--- src/rtl/key_debounce4.sv ---
// key_debounce4: four independent active-low key channels, each with a 2-FF synchroniser,
// stable-time debounce FSM and press pulse. Define KEY_REPEAT_EN for auto-repeat of held keys.
module key_debounce4 #(
  parameter int DEB_CYC  = 1_000_000,
  parameter int CNT_W    = 20,
  parameter int HOLD_CYC = 50_000_000,
  parameter int RPT_CYC  = 10_000_000,
  parameter int RPT_W    = 26
) (
  input  logic       clk,
  input  logic       rst,
  input  logic [3:0] key_n,
  output logic [3:0] key_pulse,
  output logic [3:0] key_level
);

  typedef enum logic [1:0] {
    RELEASED  = 2'd0,
    PRESS_CHK = 2'd1,
    PRESSED   = 2'd2,
    REL_CHK   = 2'd3
  } state_t;

  localparam logic [CNT_W-1:0] DEB_LAST = CNT_W'(DEB_CYC - 1);

  logic [3:0]       r_sync1;
  logic [3:0]       r_sync2;
  logic [3:0]       w_s;
  state_t           r_state     [4];
  state_t           w_state_nxt [4];
  logic [CNT_W-1:0] r_cnt       [4];
  logic [CNT_W-1:0] w_cnt_nxt   [4];
  logic [3:0]       r_pulse;
  logic [3:0]       r_level;
  logic [3:0]       w_pulse_nxt;
  logic [3:0]       w_level_nxt;
  logic [3:0]       w_rpt_pulse;

  // Synchroniser FFs hold the raw pin polarity, so reset to 1 means "released".
  assign w_s = ~r_sync2;

  always_ff @(posedge clk or posedge rst) begin
    if (rst) begin
      r_sync1 <= '1;
      r_sync2 <= '1;
      r_pulse <= '0;
      r_level <= '0;
      for (int i = 0; i < 4; i++) begin
        r_state[i] <= RELEASED;
        r_cnt[i]   <= '0;
      end
    end else begin
      r_sync1 <= key_n;
      r_sync2 <= r_sync1;
      r_pulse <= w_pulse_nxt | w_rpt_pulse;
      r_level <= w_level_nxt;
      for (int i = 0; i < 4; i++) begin
        r_state[i] <= w_state_nxt[i];
        r_cnt[i]   <= w_cnt_nxt[i];
      end
    end
  end

  // Level and pulse are taken from the next state so they appear with the transition edge.
  always_comb begin
    w_pulse_nxt = '0;
    w_level_nxt = '0;
    for (int i = 0; i < 4; i++) begin
      w_state_nxt[i] = r_state[i];
      w_cnt_nxt[i]   = r_cnt[i];
      case (r_state[i])
        RELEASED: begin
          if (w_s[i]) begin
            w_state_nxt[i] = PRESS_CHK;
            w_cnt_nxt[i]   = '0;
          end
        end
        PRESS_CHK: begin
          if (!w_s[i]) begin
            w_state_nxt[i] = RELEASED;
            w_cnt_nxt[i]   = '0;
          end else if (r_cnt[i] == DEB_LAST) begin
            w_state_nxt[i] = PRESSED;
            w_cnt_nxt[i]   = '0;
            w_pulse_nxt[i] = 1'b1;
          end else begin
            w_cnt_nxt[i] = r_cnt[i] + 1'b1;
          end
        end
        PRESSED: begin
          if (!w_s[i]) begin
            w_state_nxt[i] = REL_CHK;
            w_cnt_nxt[i]   = '0;
          end
        end
        REL_CHK: begin
          if (w_s[i]) begin
            w_state_nxt[i] = PRESSED;
            w_cnt_nxt[i]   = '0;
          end else if (r_cnt[i] == DEB_LAST) begin
            w_state_nxt[i] = RELEASED;
            w_cnt_nxt[i]   = '0;
          end else begin
            w_cnt_nxt[i] = r_cnt[i] + 1'b1;
          end
        end
        default: begin
          w_state_nxt[i] = RELEASED;
          w_cnt_nxt[i]   = '0;
        end
      endcase
      w_level_nxt[i] = (w_state_nxt[i] == PRESSED) || (w_state_nxt[i] == REL_CHK);
    end
  end

`ifdef KEY_REPEAT_EN
  localparam logic [RPT_W-1:0] HOLD_LAST = RPT_W'(HOLD_CYC - 1);
  localparam logic [RPT_W-1:0] RPT_LAST  = RPT_W'(RPT_CYC - 1);

  logic [RPT_W-1:0] r_rc      [4];
  logic [RPT_W-1:0] w_rc_nxt  [4];
  logic [3:0]       r_rpt;
  logic [3:0]       w_rpt_nxt;

  always_ff @(posedge clk or posedge rst) begin
    if (rst) begin
      r_rpt <= '0;
      for (int i = 0; i < 4; i++) begin
        r_rc[i] <= '0;
      end
    end else begin
      r_rpt <= w_rpt_nxt;
      for (int i = 0; i < 4; i++) begin
        r_rc[i] <= w_rc_nxt[i];
      end
    end
  end

  // r_rpt marks that the initial hold has elapsed, after which rc counts repeat periods.
  always_comb begin
    w_rpt_pulse = '0;
    w_rpt_nxt   = r_rpt;
    for (int i = 0; i < 4; i++) begin
      w_rc_nxt[i] = r_rc[i];
      if ((r_state[i] == PRESSED) && w_s[i]) begin
        if (!r_rpt[i] && (r_rc[i] == HOLD_LAST)) begin
          w_rpt_pulse[i] = 1'b1;
          w_rpt_nxt[i]   = 1'b1;
          w_rc_nxt[i]    = '0;
        end else if (r_rpt[i] && (r_rc[i] == RPT_LAST)) begin
          w_rpt_pulse[i] = 1'b1;
          w_rc_nxt[i]    = '0;
        end else begin
          w_rc_nxt[i] = r_rc[i] + 1'b1;
        end
      end else begin
        w_rpt_nxt[i] = 1'b0;
        w_rc_nxt[i]  = '0;
      end
    end
  end
`else
  logic w_unused_cfg;
  assign w_unused_cfg = ^{HOLD_CYC, RPT_CYC, RPT_W};
  assign w_rpt_pulse  = '0;
`endif

  assign key_pulse = r_pulse;
  assign key_level = r_level;

endmodule

--- config.mk ---
export PLATFORM = sky130hd
export DESIGN_NAME = key_debounce4
export DESIGN_NICKNAME = d
export VERILOG_FILES = /design/src/rtl/key_debounce4.sv
export SDC_FILE = /design/constraint.sdc
export NUM_CORES = 1
export LEC_CHECK = 0
export ABC_AREA = 1
export CAP_MARGIN = 20
export CORE_MARGIN = 2
export CORE_UTILIZATION = 29
export DETAILED_ROUTE_END_ITERATION = 6
export PLACE_DENSITY = 0.46
export SLEW_MARGIN = 20
export SYNTH_ARGS = -nofsm -noshare
export SYNTH_HDL_FRONTEND = slang
export SYNTH_SLANG_ARGS = --single-unit
--- constraint.sdc ---
create_clock -name clk -period 4.1 [get_ports clk]
set_input_delay 0.82 -clock clk [delete_from_list [all_inputs] [get_ports clk]]
set_output_delay 0.82 -clock clk [all_outputs]
set_load 0.02 [all_outputs]
==> metrics.md, run 1 <==
| Metric | Value |
|---|---|
| Status | `finished, final reports clean` |
| Total Wirelength | `12500 um` |
| DRC viols | `0` |
| Max_cap viols | `0` |
| Total power | `2.10 mW` |
| Final setup TNS | `0 ns` |
| Element type at the critical path end | `output port` |
| Least-Margin Pin Slew | `0.682 ns` |
| Vias in the first global route | `4575` |
| DP HPWL | `9050 um` |
| Ys Warns | `0` |
| Setup Buffers After CTS | `0` |
| Clock Path Buffers | `2` |
| Seq/Total Area, Yosys | `0.444` |
| Layout cell share with drive strength beyond 1 | `0.103` |
| Initial antenna violation count | `0` |
| Commonest non-fill, non-tap cells in the layout | `nand2_1 (210), nor2_1 (121), inv_1 (105)` |
| Lkg Pwr | `a little under 3 nW` |
| GP Congestion | `0.818` |
| TritonRoute pass-1 iters | `4` |
| CP delay by family, top | `buffers and inverters` |
| Worst skew pair latency | `0.36 ns` |
| CP startpoint | `key_pulse[3]$_DFF_PP0_` |
| FF-to-FF path depth | `8` |
| Die width | `between 100 and 150 um` |
| Synthesis-to-finish area growth | `12.4%` |
| Via-to-Cell Ratio | `between 4 and 5` |
| Post-CTS resize count | `0` |
| Critical path data arrival time | `1.29 ns` |
| Slowest stage cell, crit path | `clkdlybuf4s50_1` |
| Clock skew | `0.00958 ns` |
| Final non-filler cell total | `1079` |
| CTS Hold Buffers Added | `0` |
| Starting Density | `0.293` |
| Type of the worst setup path | `flip-flop to output port` |
| Most common cell after layout, fill and taps aside | `nand2_1` |
| H-tree lvl count | `3` |
| Syn Nets | `795` |
| Antenna Nets Post-Route | `0` |
| Crit path cell chain | `clkdlybuf4s50_1` |
| Reg2Reg Capture Point | `r_cnt[49]$_DFFE_PP0P_` |
| Nets@finish | `814` |
| Reg-to-reg slack, setup | `about 2.2 ns` |
| Critical path capture point | `key_pulse[3]` |
| Syn Area/Cell | `7.50 sq um` |
| Worst vdd ir | `193 uV` |
| Crit path buf inv count | `1` |
| CP Max Fanout | `1` |
| First-pass GRT wire length | `between 20000 and 25000 um` |
| Post-Synthesis Cells | `785` |
| Die ar. | `around 0.021 sq mm` |
| Vert. Die Dim | `147 um` |
| Startpoint Class | `flip-flop` |
| PwrDens | `318 mW/mm^2` |
| Reg clk slew, reported paths | `0.07 ns` |
| Final setup slack of the worst path | `1.99 ns` |
| Worst path max stage delay | `~0.60 ns` |
| Largest net degree at the start of global routing | `54` |
| Critical Path RT | `3.28 ns` |
| RSZ-0062 raised after global routing | `false` |
| Final core occ | `0.329` |
| Ant. Diodes | `0` |
| Library cells used by synthesis | `37` |
| Stages on the worst setup path | `1` |
| 1st-iter DRT viols | `289` |
| Synth Register Bits | `104` |
| Total congestion overflow | `0` |
| # placed instances | `~1.1k` |
| Final hold violation count | `0` |
| CTS tree | `done` |
| FP Rows | `52` |
| Slew Viols, Final | `0` |
| Relative slew slack | `0.545` |
| Ports | `14` |
| Crit share post-route | `0.514` |
| Root Driver | `clkbuf_16` |
| Final Critical Period | `2.11 ns` |
| Core footprint | `0.0201 sq mm` |
| Routed len/inst | `11.5 um` |
| Worst min-delay path class | `flip-flop to flip-flop` |
| CTS sink cnt | `104` |
| Dpl ws | `1.95 ns` |
| Port Buffer Count | `13` |
| Maximum clock rate | `475 MHz` |
| Hold Slack | `0.360 ns` |
| Setup violations, final | `0` |
| Finished Cell Area | `around 0.0066 sq mm` |
| Dpl cell area | `0.00631 sq mm` |
| Reg2reg start | `r_sync2[1]$_DFF_PP1_` |
| Num CTS Buffers | `9` |
| All-layer global routing usage | `0.127` |
| Synthesized cell area | `0.00589 sq mm` |
| Vias | `about 4.7k` |
==> layout make-up <==
| class | count | area [sq um] |
|---|---|---|
| Inverter | 111 | 423 |
| Tap cell | 270 | 338 |
| Clock buffer | 10 | 239 |
| Multi-Input combinational cell | 564 | 2790 |
| Fill cell | 2150 | 13500 |
| Sequential cell | 104 | 2610 |
| Clock inverter | 6 | 67.6 |
| Timing Repair Buffer | 14 | 150 |
==> power breakdown <==
group          internal [mW]  leakage (nW)  switching, mW
registers               1.05          1.41         0.0262
logic                 0.0350          1.37         0.0871
clock network          0.493         0.145          0.409
total                   1.58          2.92          0.522
==> registers in the layout (all words and copies together) (netlist names) <==
name / count
key_level: 4
key_pulse: 4
r_cnt: 80
r_state: 8
r_sync1: 4
r_sync2: 4
==> cells by family after synthesis <==
kind of cell    after synthesis  synth area share
compound gates               45            0.0442
xor+xnor                     29            0.0431
flops                       104             0.444
fa+ha+maj                     4           0.00850
simple gates                486             0.378
buf+inv                     117            0.0831
==> routing by layer <==
layer  up-vias  routed length (um)  global-route usage
met5         -                   0                   0
met4         0                 163              0.0364
met3        11                 307              0.0288
met2        31                5580               0.201
met1      2168                6400               0.174
li1       2503                   -                   -
==> worst min path at each step <==
stage	from	endpoint	slack (ns)	cells past startpoint
3_5_place_dp	r_sync1[0]$_DFF_PP1_	r_sync2[0]$_DFF_PP1_	0.35	0
2_1_floorplan	r_sync1[0]$_DFF_PP1_	r_sync2[0]$_DFF_PP1_	0.35	0
3_3_place_gp	r_sync1[1]$_DFF_PP1_	r_sync2[1]$_DFF_PP1_	0.35	0
5_1_grt	r_sync1[0]$_DFF_PP1_	r_sync2[0]$_DFF_PP1_	0.36	0
4_1_cts	r_sync1[0]$_DFF_PP1_	r_sync2[0]$_DFF_PP1_	0.36	0
6_report	r_sync1[0]$_DFF_PP1_	r_sync2[0]$_DFF_PP1_	0.36	0
==> synthesized netlist by cell type, drive strengths merged <==
master	instances	area share
a21boi	1	0.0013
nor3b	3	0.0038
clkinv	1	0.00085
nand3	61	0.054
o31ai	7	0.0089
nand2	218	0.14
o21bai	5	0.0064
nor3	16	0.019
inv	110	0.071
or2	1	0.0011
nand3b	3	0.0038
xnor2	2	0.0030
dfrtp	96	0.41
dfstp	8	0.036
ha	4	0.0085
o21ai	24	0.020
xor2	27	0.040
a21oi	6	0.0051
o22ai	2	0.0021
nor4	1	0.0011
nor2	157	0.12
buf	6	0.012
nand4	26	0.028
(Power assumes the default switching activity.)
==> inputs of run 2 (changes only) <==
clock period = 2 ns   (was 4.1 ns; I/O delays follow)
==> run 2 against run 1 <==
Compared with the run above:
- critical path type unchanged
- register-to-register slack lost 2.0 ns
- largest power group unchanged
- core utilization grew 0.35 points
- highest routed layer unchanged
- combinational power grew 110%
==> metrics.md, run 2 (same netlist as run 1, synthesis figures left out) <==
| Metric | Value |
|---|---|
| Area of the multi-input gates | `0.00279 sq mm (unchanged)` |
| Vias | `4782 (+1.5%)` |
| Seq. cell area | `0.00261 sq mm (unchanged)` |
| Lkg Pwr | `2.96 nW (+1.2%)` |
| Slew Viols, Final | `0 (unchanged)` |
| DP HPWL | `9380 um (+3.7%)` |
| FP Rows | `52 (unchanged)` |
| Setup violations, final | `0 (unchanged)` |
| Critical Path RT | `1.60 ns (-1.68 ns)` |
| Worst min-delay path class | `primary input to asynchronous set/reset pin` |
| Max_cap viols | `0 (unchanged)` |
| Slowest stage cell, crit path | `clkdlybuf4s50_1` |
| Num CTS Buffers | `9 (unchanged)` |
| Reg2reg start | `r_sync2[3]$_DFF_PP1_` |
| Crit path cell chain | `clkdlybuf4s50_1` |
| Clock share of power | `0.444 (+0.015)` |
| Top Registers | `r_cnt x80, r_state x8` |
| Element type at the critical path end | `output port` |
| Sw power | `1.07 mW (+110%)` |
| Total Wirelength | `12800 um (+2.9%)` |
| Total power | `4.44 mW (+110%)` |
| All-layer global routing usage | `0.129 (+0.00166)` |
| # placed instances | `1070 (+0.66%)` |
| Vias in the first global route | `4710 (+3.0%)` |
| CTS sink cnt | `104 (unchanged)` |
| Layout cell share with drive strength beyond 1 | `0.109 (+0.00647)` |
| RSZ-0062 raised after global routing | `false` |
| Die ar. | `0.0215 sq mm (unchanged)` |
| Final non-filler cell total | `1086 (+0.65%)` |
| Antenna Nets Post-Route | `0 (unchanged)` |
| Clock Path Buffers | `2 (unchanged)` |
| CP Max Fanout | `1 (unchanged)` |
| Commonest non-fill, non-tap cells in the layout | `nand2_1 (210), nor2_1 (121), inv_1 (105)` |
| Finished Cell Area | `0.00669 sq mm (+1.1%)` |
| Worst skew pair latency | `0.35 ns (about the same)` |
| Starting Density | `0.293 (unchanged)` |
| Nets@finish | `821 (+0.86%)` |
| Maximum clock rate | `573 MHz` |
| Status | `finished, final reports clean` |
| Least-Margin Pin Slew | `0.361 ns (-0.322 ns)` |
| FILL cells | `2168 (+0.84%)` |
| Vert. Die Dim | `147 um (unchanged)` |
| TritonRoute pass-1 iters | `5 (+1)` |
| Internal power | `3.37 mW (+110%)` |
| CP startpoint | `key_level[3]$_DFF_PP0_` |
| Total congestion overflow | `0 (unchanged)` |
| Final core occ | `0.333 (+0.00348)` |
| Reg2Reg Capture Point | `r_cnt[10]$_DFFE_PP0P_` |
| Sw Share | `0.241 (-0.00680)` |
| Critical path data arrival time | `1.35 ns (+0.06 ns)` |
| Crit path buf inv count | `1 (unchanged)` |
| Die width | `147 um (unchanged)` |
| Reg-to-reg slack, setup | `0.28 ns (-1.95 ns)` |
| Final setup slack of the worst path | `0.254 ns (-1.74 ns)` |
| Post-CTS resize count | `0 (unchanged)` |
| FF-to-FF path depth | `8 (unchanged)` |
| Hold Slack | `0.339 ns (-0.0213 ns)` |
| Port Buffer Count | `13 (unchanged)` |
| Final Critical Period | `around 1.7 ns` |
| Final setup TNS | `0 ns (unchanged)` |
| Initial antenna violation count | `0 (unchanged)` |
| Top reg by flops | `r_cnt` |
| H-tree lvl count | `3 (unchanged)` |
| PwrDens | `665 mW/mm^2 (+110%)` |
| Crit share post-route | `0.873` |
| Root Driver | `clkbuf_16` |
| Flip-flop count of the largest register after layout | `80 (unchanged)` |
| CTS tree | `done` |
| Dpl ws | `0.262 ns (-1.69 ns)` |
| Reg clk slew, reported paths | `0.07 ns (about the same)` |
| Ant. Diodes | `0 (unchanged)` |
| GP Congestion | `0.792 (-3.2%)` |
| Sequential Power Share | `0.498 (-0.015)` |
| Core footprint | `0.0201 sq mm (unchanged)` |
| Setup Buffers After CTS | `0 (unchanged)` |
| Worst vdd ir | `321 uV (+66%)` |
| Via-to-Cell Ratio | `4.40 (+0.81%)` |
| Power share of the combinational group | `0.058 (about the same)` |
| CP delay by family, top | `buffers and inverters` |
| DRC viols | `0 (unchanged)` |
| 1st-iter DRT viols | `266 (-8.0%)` |
| First-pass GRT wire length | `22600 um (+1.8%)` |
| Largest net degree at the start of global routing | `46 (-15%)` |
| Type of the worst setup path | `flip-flop to output port` |
| Clock skew | `0.00681 ns (-0.00276 ns)` |
| Dpl cell area | `0.00636 sq mm (+0.85%)` |
| Ports | `14 (unchanged)` |
| Worst path max stage delay | `0.62 ns (+0.02 ns)` |
| Routed len/inst | `11.8 um (+2.3%)` |
| Startpoint Class | `flip-flop` |
| Synthesis-to-finish area growth | `13.6%` |
| Most common cell after layout, fill and taps aside | `nand2_1` |
| Relative slew slack | `0.759 (+0.214)` |
| CTS Hold Buffers Added | `0 (unchanged)` |
| Final hold violation count | `0 (unchanged)` |
-- run 2: power groups by stage --
stage | combinational, mW | clock (mW) | sequential (mW)
floorplan | 0.210 | 0 | 2.24
global placement | 0.272 | 0 | 2.25
detailed placement | 0.270 | 0 | 2.25
CTS | 0.272 | 2.05 | 2.21
global route | 0.309 | 2.12 | 2.22
finish | 0.259 | 1.97 | 2.21
-- run 2: how the worst max path moves through the flow --
stage | slack [ns] | endpoint | depth (start not counted)
after floorplan | 0.36 | key_level[0]$_DFF_PP0_ | 1
after global placement | 0.30 | r_cnt[67]$_DFFE_PP0P_ | 8
after detailed placement | 0.26 | r_cnt[68]$_DFFE_PP0P_ | 8
after CTS | 0.23 | key_level[3] | 1
after global routing | 0.08 | r_cnt[17]$_DFFE_PP0P_ | 9
final | 0.25 | key_level[3] | 1
-- run 2: area by class of cell --
cell class | instances | share of cell area
Timing Repair Buffer | 21 | 0.0303
Sequential cell | 104 | 0.391
Tap cell | 270 | 0.0505
Multi-Input combinational cell | 564 | 0.417
Clock buffer | 11 | 0.0363
Inverter | 111 | 0.0634
Clock inverter | 5 | 0.0120
-- run 2: per-layer routing --
metal	up-vias	track usage	share of wire
li1	2516	-	-
met1	2199	0.173	0.51
met2	55	0.207	0.45
met3	12	0.0341	0.028
met4	0	0.0311	0.011
met5	-	0	0
==> inputs of run 3 (changes only) <==
CORE_UTILIZATION = 45   (was 29)
CTS_CLUSTER_DIAMETER = 30   (was default)
PLACE_DENSITY = 0.64   (was 0.46)
==> run 3 against run 2 <==
Compared with the run above:
- worst hold slack gained 0.022 ns
- via count grew 2.1%
- core utilization grew 18 points
- cell count shrank 9.4%
- critical path depth grew 4
- sequential share of layout area grew 0.93 points
- register-to-register slack lost 0.03 ns
- sequential power is essentially flat
- critical path type is now flip-flop to flip-flop
==> metrics.md, run 3 (same netlist as run 1, synthesis figures left out) <==
| Metric | Value |
|---|---|
| H-tree lvl count | `3 (unchanged)` |
| Max_cap viols | `0 (unchanged)` |
| Nets@finish | `817 (-0.49%)` |
| Root Driver | `clkbuf_16` |
| Num CTS Buffers | `9 (unchanged)` |
| Setup violations, final | `0 (unchanged)` |
| Lkg Pwr | `2.94 nW (-0.56%)` |
| Largest net degree at the start of global routing | `51 (+11%)` |
| Core footprint | `0.0127 sq mm (-37%)` |
| Top Registers | `r_cnt x80, r_state x8` |
| Reg clk slew, reported paths | `0.07 ns (about the same)` |
| Worst path max stage delay | `0.56 ns (-0.06 ns)` |
| Crit share post-route | `0.873 (about the same)` |
| Crit path cell chain | `xor2_1 > nand2_1 > inv_2 > nor2_4 > nor2_1` |
| Type of the worst setup path | `flip-flop to flip-flop` |
| TritonRoute pass-1 iters | `5 (unchanged)` |
| Layout cell share with drive strength beyond 1 | `0.105 (-0.00439)` |
| Slew Viols, Final | `0 (unchanged)` |
| Final hold violation count | `0 (unchanged)` |
| Element type at the critical path end | `flip-flop` |
| Antenna Nets Post-Route | `0 (unchanged)` |
| Worst vdd ir | `513 uV (+60%)` |
| GP Congestion | `0.903 (+14%)` |
| PwrDens | `657 mW/mm^2 (-1.1%)` |
| Vias | `4881 (+2.1%)` |
| CTS Hold Buffers Added | `0 (unchanged)` |
| Worst skew pair latency | `0.36 ns (about the same)` |
| CTS tree | `done` |
| Starting Density | `0.463 (+0.170)` |
| DRC viols | `0 (unchanged)` |
| Top reg by flops | `r_cnt` |
| Ant. Diodes | `0 (unchanged)` |
| DP HPWL | `8750 um (-6.7%)` |
| Via-to-Cell Ratio | `4.96 (+13%)` |
| CTS sink cnt | `104 (unchanged)` |
| Most common cell after layout, fill and taps aside | `nand2_1` |
| Flip-flop count of the largest register after layout | `80 (unchanged)` |
| Die ar. | `0.0140 sq mm (-35%)` |
| Maximum clock rate | `573 MHz (about the same)` |
| Vert. Die Dim | `118 um (-19%)` |
| All-layer global routing usage | `0.185 (+0.0560)` |
| Total congestion overflow | `0 (unchanged)` |
| Commonest non-fill, non-tap cells in the layout | `nand2_1 (210), nor2_1 (121), inv_1 (105)` |
| Relative slew slack | `0.646 (-0.113)` |
| Synthesis-to-finish area growth | `10.9%` |
| Critical path data arrival time | `1.98 ns (+0.63 ns)` |
| Ports | `14 (unchanged)` |
| Slowest stage cell, crit path | `dfstp_2` |
| Final Critical Period | `1.75 ns (-0.000214 ns)` |
| FILL cells | `1268 (-42%)` |
| Final setup TNS | `0 ns (unchanged)` |
| Die width | `118 um (-19%)` |
| Status | `finished, final reports clean` |
| Vias in the first global route | `4689 (-0.45%)` |
| CP Max Fanout | `16 (+15)` |
| Setup Buffers After CTS | `0 (unchanged)` |
| Port Buffer Count | `13 (unchanged)` |
| Initial antenna violation count | `0 (unchanged)` |
| Worst min-delay path class | `flip-flop to flip-flop` |
| 1st-iter DRT viols | `259 (-2.6%)` |
| Clock skew | `0.00646 ns (-0.000357 ns)` |
| Clock Path Buffers | `2 (unchanged)` |
| First-pass GRT wire length | `21400 um (-5.3%)` |
| Critical Path RT | `2.23 ns (+0.63 ns)` |
| Total Wirelength | `11700 um (-8.4%)` |
| FP Rows | `41 (-21%)` |
| Final core occ | `0.513 (+0.181)` |
| Startpoint Class | `flip-flop` |
| RSZ-0062 raised after global routing | `false` |
| Crit path buf inv count | `1 (unchanged)` |
| CP delay by family, top | `simple AND/OR/NAND/NOR gates` |
| Post-CTS resize count | `0 (unchanged)` |
| Least-Margin Pin Slew | `0.529 ns (+0.168 ns)` |
| Routed len/inst | `11.9 um (+1.1%)` |
-- run 3: cell types whose count changed in the layout (fill, tap and decap cells not counted), sizes merged --
cell	previous run	this run
clkinvlp	3	2
buf	8	4
bufinv	2	1
clkbuf	11	12
inv	109	110
-- run 3: where the power goes --
| group | leakage, nW | switching [mW] | internal, mW |
|---|---|---|---|
| Sequential | 1.41 | 0.0533 | 2.16 |
| Combinational | 1.38 | 0.177 | 0.0780 |
| Clock | 0.149 | 0.781 | 1.04 |
-- run 3: metrics by stage --
step                setup slack (ns)  cells  instance area (sq um)  hold WS (ns)  total power, mW
floorplan                      0.361    785                   5890         0.345             2.45
global placement               0.299    968                   6220         0.349             2.51
detailed placement             0.256    968                   6220         0.352             2.51
CTS                            0.246    984                   6530         0.362             4.36
global route                  0.0327    984                   6530         0.366             4.49
finish                         0.254    984                   6530         0.361             4.29
-- run 3: area by class of cell --
type / count / area, sq um / area share
multi-input cells: 564 / 2790 / 0.427
repair buffers: 17 / 185 / 0.0283
clock inverters: 4 / 51.3 / 0.00785
inverters: 111 / 424 / 0.0649
well taps: 172 / 215 / 0.0329
flip-flops and latches: 104 / 2610 / 0.400
clock buffers: 12 / 256 / 0.0393
-- run 3: path summary, 6_finish.rpt --
path,startpoint,slack [ns],end,depth (start not counted)
worst min-delay path,r_sync1[3]$_DFF_PP1_,0.36,r_sync2[3]$_DFF_PP1_,0
worst min register to register,r_sync1[3]$_DFF_PP1_,0.36,r_sync2[3]$_DFF_PP1_,0
max in group asynchronous,rst,0.98,r_sync2[0]$_DFF_PP1_,3
min in group asynchronous,rst,0.39,key_level[3]$_DFF_PP0_,2
worst max-delay path,r_sync2[0]$_DFF_PP1_,0.25,r_cnt[72]$_DFFE_PP0P_,5
worst max register to register,r_sync2[0]$_DFF_PP1_,0.25,r_cnt[72]$_DFFE_PP0P_,5
-- run 3: worst register-to-register path: cells and delay by family, from the launching register on --
family	cells	cell delay, ns
simple gates	3	0.80
flops	1	0.56
buf+inv	1	0.17
xor+xnor	1	0.09
-- run 3: routing by layer --
| metal | part of all wire | track usage | up-vias |
|---|---|---|---|
| li1 | - | - | 2515 |
| met1 | 0.48 | 0.246 | 2283 |
| met4 | 0.010 | 0.0499 | 0 |
| met2 | 0.47 | 0.301 | 76 |
| met5 | 0 | 0 | - |
| met3 | 0.039 | 0.0454 | 7 |
